`config.mk`:
```
export PLATFORM = sky130hd
export DESIGN_NAME = flash_sequencer
export DESIGN_NICKNAME = d
export VERILOG_FILES = /design/src/rtl/bound_flasher_pkg.sv /design/src/rtl/lamp_decoder.sv /design/src/rtl/flash_sequencer.sv
export SDC_FILE = /design/constraint.sdc
export NUM_CORES = 1
export LEC_CHECK = 0
export CORE_MARGIN = 2
export CORE_UTILIZATION = 41
export CTS_BUF_LIST = sky130_fd_sc_hd__clkbuf_4
export DETAILED_ROUTE_END_ITERATION = 7
export PLACE_DENSITY = 0.95
export SETUP_SLACK_MARGIN = 0.5
export SYNTH_ARGS = -nofsm -noshare
export SYNTH_HDL_FRONTEND = slang
export SYNTH_SLANG_ARGS = --single-unit
```
`constraint.sdc`:
```
create_clock -name clk -period 3.9 [get_ports clk]
set_input_delay 0.78 -clock clk [delete_from_list [all_inputs] [get_ports clk]]
set_output_delay 0.78 -clock clk [all_outputs]
set_load 0.02 [all_outputs]
```
`src/rtl/bound_flasher_pkg.sv`:
```
// Shared types and constants for the bound flasher: counter command
// encoding, the sequencer state set and the lamp/counter bounds.
package bound_flasher_pkg;

    localparam int CNT_W     = 5;
    localparam int LAMP_MAX  = 16;
    localparam int BOUND_LO  = 5;
    localparam int BOUND_MID = 10;

    typedef enum logic [1:0] {
        COUNT_INIT    = 2'b00,
        COUNT_UP_EN   = 2'b01,
        COUNT_DOWN_EN = 2'b10,
        COUNT_HOLD    = 2'b11
    } count_state_e;

    typedef enum logic [2:0] {
        S_IDLE  = 3'd0,
        S_UP1   = 3'd1,
        S_DOWN1 = 3'd2,
        S_UP2   = 3'd3,
        S_DOWN2 = 3'd4,
        S_UP3   = 3'd5,
        S_DOWN3 = 3'd6
    } state_e;

    // Counter direction implied by the state about to be entered.
    function automatic count_state_e dir_of(input state_e s);
        case (s)
            S_UP1, S_UP2, S_UP3:       dir_of = COUNT_UP_EN;
            S_DOWN1, S_DOWN2, S_DOWN3: dir_of = COUNT_DOWN_EN;
            default:                   dir_of = COUNT_INIT;
        endcase
    endfunction

endpackage

```
`src/rtl/lamp_decoder.sv`:
```
// Thermometer decode: lamp[i] is lit whenever the count exceeds i,
// so any out-of-range count above 16 lights every lamp.
module lamp_decoder
    import bound_flasher_pkg::*;
(
    input  logic [CNT_W-1:0]    counter,
    output logic [LAMP_MAX-1:0] lamp
);

    generate
        for (genvar gi = 0; gi < LAMP_MAX; gi++) begin : g_lamp
            assign lamp[gi] = (counter > CNT_W'(gi));
        end
    endgenerate

endmodule

```
`src/rtl/flash_sequencer.sv`:
```
// Bound-flasher control FSM: steers an external counter up/down between
// bounds and supports flick kickbacks at the upper bounds of phases 2 and 3.
module flash_sequencer
    import bound_flasher_pkg::*;
(
    input  logic                clk,
    input  logic                rst_n,
    input  logic                flick,
    input  logic [CNT_W-1:0]    counter,
    output logic [1:0]          count_state,
    output logic [CNT_W-1:0]    counter_load,
    output logic                counter_load_en,
    output logic [LAMP_MAX-1:0] lamp,
    output logic                busy
);

    state_e state_q;
    state_e state_d;

    always_ff @(posedge clk or negedge rst_n) begin
        if (!rst_n) begin
            state_q <= S_IDLE;
        end else begin
            state_q <= state_d;
        end
    end

    always_comb begin
        state_d         = state_q;
        counter_load    = '0;
        counter_load_en = 1'b0;
        if (counter > CNT_W'(LAMP_MAX)) begin
            // Corrupt count: reload zero and drop back to idle.
            counter_load_en = 1'b1;
            state_d         = S_IDLE;
        end else begin
            case (state_q)
                S_IDLE:  if (flick) state_d = S_UP1;
                S_UP1:   if (counter == CNT_W'(LAMP_MAX)) state_d = S_DOWN1;
                S_DOWN1: if (counter == CNT_W'(BOUND_LO)) state_d = S_UP2;
                S_UP2:   if (counter == CNT_W'(BOUND_MID)) state_d = flick ? S_DOWN1 : S_DOWN2;
                S_DOWN2: if (counter == '0) state_d = S_UP3;
                S_UP3:   if (counter == CNT_W'(BOUND_LO)) state_d = flick ? S_DOWN2 : S_DOWN3;
                S_DOWN3: if (counter == '0) state_d = S_IDLE;
                default: state_d = S_IDLE;
            endcase
        end
    end

    // Idle always commands INIT, so the first step after a flick is a dwell at 0.
    assign count_state = (state_q == S_IDLE) ? COUNT_INIT : dir_of(state_d);
    assign busy        = (state_q != S_IDLE);

    lamp_decoder u_lamp_decoder (
        .counter (counter),
        .lamp    (lamp)
    );

endmodule

```
* Word-level counts from Yosys, hierarchy flattened *
Cells that the tools add are included.

storage, ports and cells
  output and inout port bits = 25
  input port bits = 8
  bits in registers = 3
  logic and storage cells = 52

operators by class
  muxes and demuxes = 14
  equal/unequal tests = 15
  reductions and logical operators = 5
  order comparisons = 17

operators by type and width
  operator                                                        count
  greater-than comparator 5 x 4 -> 1 bit (second input constant)  8
  2-to-1 mux 3 bit                                                9
  one-hot mux 3 bit (7 select lines)                              1
  greater-than comparator 5 x 3 -> 1 bit (second input constant)  4
  == test 3 bit (second input constant)                           6
  == test 3 x 2 -> 1 bit (second input constant)                  4
  greater-than comparator 5 x 1 -> 1 bit (second input constant)  2
  greater-than comparator 5 x 2 -> 1 bit (second input constant)  2
  == test 3 x 1 -> 1 bit (second input constant)                  2
  OR reduction 3 bit                                              2
  == test 5 x 3 -> 1 bit (second input constant)                  1
  == test 5 x 4 -> 1 bit (second input constant)                  1
  == test 5 bit (second input constant)                           1
  greater-than comparator 5 bit (second input constant)           1
  logical NOT 5 bit                                               1
  2-to-1 mux 2 bit                                                2
  one-hot mux 2 bit (2 select lines)                              1
  logical NOT 3 bit                                               1
  nonzero test 3 bit                                              1
  2-to-1 mux 1 bit                                                1

* Depth between registers and ports, before layout *
  word-level depth = 8
  depth in mapped cells = 6
  gate-level depth less buffers = 5

* Modules after synthesis *
A second synthesis with hierarchy kept.

second synthesis, totals
  cell total of the unflattened synthesis = 79
  area total of the unflattened synthesis = 575.6 µm²

modules (own cells, without submodules)
  module           cells an instance  seq. area each (µm²)  area an instance (µm²)  times used
  flash_sequencer  52                 75.1                  432.9                   1
  lamp_decoder     27                 0.0                   142.6                   1

* Least setup slack after synthesis *
Ideal clock, no wire load.

  kind = input to output
  start = input port counter[2]
  end = output port count_state[1]
  arrival time = 2084 ps
  buffers on the path = 1
  required time = 3120 ps
  stages on the path = 6
  setup slack = 1036 ps
  cells stage by stage = buf_6 > nor4_2 > nand2b_1 > inv_1 > nor4_4 > o21a_1

on the way
  cells in the longest elaborated chain, start to end = 8

RTL lines
  item                                                  line                                          text
  start: declaration                                    flash_sequencer.sv:9                          input logic [CNT_W-1:0] counter,
  == test 5 x 3 -> 1 bit, or another cell as far along  flash_sequencer.sv:40, flash_sequencer.sv:43
  2-to-1 mux 3 bit, or another cell as far along        flash_sequencer.sv:43                         S_UP3: if (counter == CNT_W'(BOUND_LO)) state_d = flick ? S_DOWN2 : S_DOWN3;
  one-hot mux 3 bit (7 select lines)                    flash_sequencer.sv:37                         case (state_q)
  2-to-1 mux 3 bit *                                    flash_sequencer.sv:32                         if (counter > CNT_W'(LAMP_MAX)) begin
  via state_d[1]                                        flash_sequencer.sv:18                         state_e state_d;
  == test 3 x 2 -> 1 bit, or another cell as far along  bound_flasher_pkg.sv:29                       case (s)
  OR reduction 3 bit                                    bound_flasher_pkg.sv:29
  one-hot mux 2 bit (2 select lines) *                  bound_flasher_pkg.sv:29
  2-to-1 mux 2 bit *                                    flash_sequencer.sv:51                         assign count_state = (state_q == S_IDLE) ? COUNT_INIT : dir_of(state_d);
  end: declaration                                      flash_sequencer.sv:10                         output logic [1:0] count_state,

The timed path passes the listed nets; every way through them passes the cells marked *.

* Final worst setup path *
  start = input port counter[4]
  end = output port lamp[1]

on the way
  cells in the longest elaborated chain, start to end = 1

RTL lines
  item                                    line                   text
  greater-than comparator 5 x 1 -> 1 bit  lamp_decoder.sv:12     assign lamp[gi] = (counter > CNT_W'(gi));
  end: declaration                        flash_sequencer.sv:13  output logic [LAMP_MAX-1:0] lamp,

No other way between the ends.

==> results.toml <==
[cts]
cts_tree = "built"
clkTransAtPathRegs_ns = 0.03
cts.sinks = 3
cts_buffer_depth = 2
clock_latency_ns = 0.23
clockRootBuffer = "clkbuf_4"
tritoncts.num_buffers = 3
htree_levels = 1

[route]
drt_iter0_drc = 18
drc = 0
viasPerCell = 5.339
drt.antenna.violating_nets = 0
vias = 646
wl_per_cell_um = 12.47
firstDrtPassIters = 4
wl_um = 1509

[global_routing]
grt.total_usage_pct = 21.28
grt_pass1_vias = 539
grt_overflow = 0
grt_max_degree = 14
grt_first_pass_wirelength_um = 2325
antenna_found_initial = 0

[synthesis]
ys_types = 36
synth_common_cells = "clkbuf_1, nand2_1, a21o_1, buf_4, inv_1"
yosysMostFrequentCell = "clkbuf_1"
ys_seq_elements = 3
synthCells = 78
synth-seq-area-share_pct = 13.42
netlist_top_cells_area = "dfrtp_1, a21o_1, buf_4"
synth_ff_type = "dfrtp_1"
synth_edf_count = 0
async_flop_share_pct = 100.0
synthesis.area_um2 = 559.3
postSynthAreaPerCell_um2 = 7.170
synth_top_area_cell = "dfrtp_1"
ys_warn_count = 0
synth_top_cell_area_share_pct = 13.42

[power_and_ir_drop]
p_leak_nw = 0.4061
ir_drop_mv = 0.1569
power_density_nw_per_um2 = 258.5

[sta]
hold_viol = 0
fin_setup_tns_ns = 0
min_period_over_period_pct = 84.08
final_max_slew_viol_count = 0
period_minus_slack_ns = 3.279
grt_setup_unrepaired = "no"
finalSetupViolCount = 0
fin_worst_skew_ns = 0.00009988
fmax_ghz = 0.3050

[worst_setup_path]
path_max_fanout = 12
worstPathRequired_ns = 3.12
end_kind = "primary output"
worstPathArrival_ns = 2.50
critical_path.startpoint_type = "input port"
r2r_slack_ns = 2.33
crit_type = "in -> out"

[place]
dp_hpwl_um = 1146
io_buffers = 27
gp_congestion = 0.8711

[run]
cap_violations = 0

[die]
core_um2 = 1285
die_area_um2 = 1676
rows = 13
initial_core_util_pct = 43.52
die_y_um = 40.94
fp.dieW_um = 40.94
ios = 33

[hold_path]
worstHoldPathType = "reg -> reg"

[layout]
antenna_cells = 0
postLayoutCoreUtil_pct = 70.30
reg_top3 = "state_q: 3 flops"
largest_register_ffs = 3
syn2layout_area_growth_pct = 61.52
largest-register = "state_q"
fin_nets = 115
drive_gt1_share_pct = 23.58

[outcome]
outcome = "finished clean"
==> timing repair <==
item                       4_1_cts  5_1_grt
cloned                           0        0
pin swaps                        2        2
hold buffers                     0        0
setup endpoints to repair        3        3
setup buffers                    1        0
gates resized for setup          9        9
==> logic make-up (layout without fill, tap and decap cells) <==
logic type	Yosys count	after routing	share of synthesized area [%]
AO/OA/AOI/OAI	24	24	31.32
buffers and inverters	20	44	18.57
flip-flops	3	3	13.42
other	1	5	0.6705
AND/OR/NAND/NOR	30	30	36.02
==> path summary, 6_finish.rpt <==
check                      depth (start not counted)                 start                    to
max reg2reg                                        6  state_q[2]$_DFF_PN0_  state_q[0]$_DFF_PN0_
max in group asynchronous                          1                 rst_n  state_q[0]$_DFF_PN0_
min                                                1  state_q[1]$_DFF_PN0_  state_q[2]$_DFF_PN0_
min in group asynchronous                          1                 rst_n  state_q[2]$_DFF_PN0_
min reg2reg                                        1  state_q[1]$_DFF_PN0_  state_q[2]$_DFF_PN0_
max                                                5            counter[4]               lamp[1]
==> layout by cell type (no fill, tap or decap), types with 2 or more instances in the layout <==
master and instances:
inv_1 5, a31o_2 2, conb_1 5, clkdlybuf4s50_1 19, nor2b_1 3, buf_4 6
dfrtp_1 3, a21oi_1 3, nor2_1 3, nor4b_2 2, dlymetal6s2s_1 5, nand3_1 2
nand2_1 6, buf_6 2, a21o_1 5, clkbuf_4 4, or3_1 2, o21ai_1 2
nand2b_1 4, o21ai_0 3
==> through the flow <==
| step | worst slack [ns] | power, W | area [um2] | cells | hold slack [ns] |
|---|---|---|---|---|---|
| 2_1_floorplan | 1.036 | 0.0001255 | 574.3 | 82 | 0.4844 |
| 4_1_cts | 0.4107 | 0.0002362 | 879.6 | 121 | 0.6426 |
| 6_report | 0.6208 | 0.0002335 | 903.4 | 121 | 0.6508 |
| 3_3_place_gp | 0.08711 | 0.0001689 | 830.8 | 116 | 0.6314 |
| 5_1_grt | 0.5520 | 0.0002521 | 903.4 | 121 | 0.6882 |
| 3_5_place_dp | -0.008472 | 0.0001712 | 830.8 | 116 | 0.6350 |
==> cell type report <==
class                   instances  area, um2
multi-input cells              59      415.4
fillers                       113      381.6
well taps                      15      18.77
flip-flops and latches          3      75.07
repair buffers                 35      345.3
clock buffers                   4      30.03
inverters                       5      18.77
==> metal layers <==
metal | up-vias | GRT usage (%) | routed length (um)
met5 | - | 0 | 0
met2 | 34 | 35.16 | 745
met3 | 2 | 5.435 | 120
met1 | 286 | 25.33 | 624
li1 | 324 | - | -
met4 | 0 | 10.00 | 19
==> worst max-delay path, cell delays in order <==
cell             delay [ns]
clkdlybuf4s50_1        0.50
buf_4                  0.22
or3_1                  0.40
or2_2                  0.28
dlygate4sd2_1          0.32
==> power by group <==
group	total (W)	internal, W	switching, W	leakage [nW]
clock	0.0000596	0.0000452	0.0000144	0.0184
sequential	0.0000463	0.0000355	0.0000108	0.0398
combinational	0.000128	0.0000612	0.0000664	0.348
total	0.000234	0.000142	0.0000917	0.406
(Power assumes the default switching activity.)
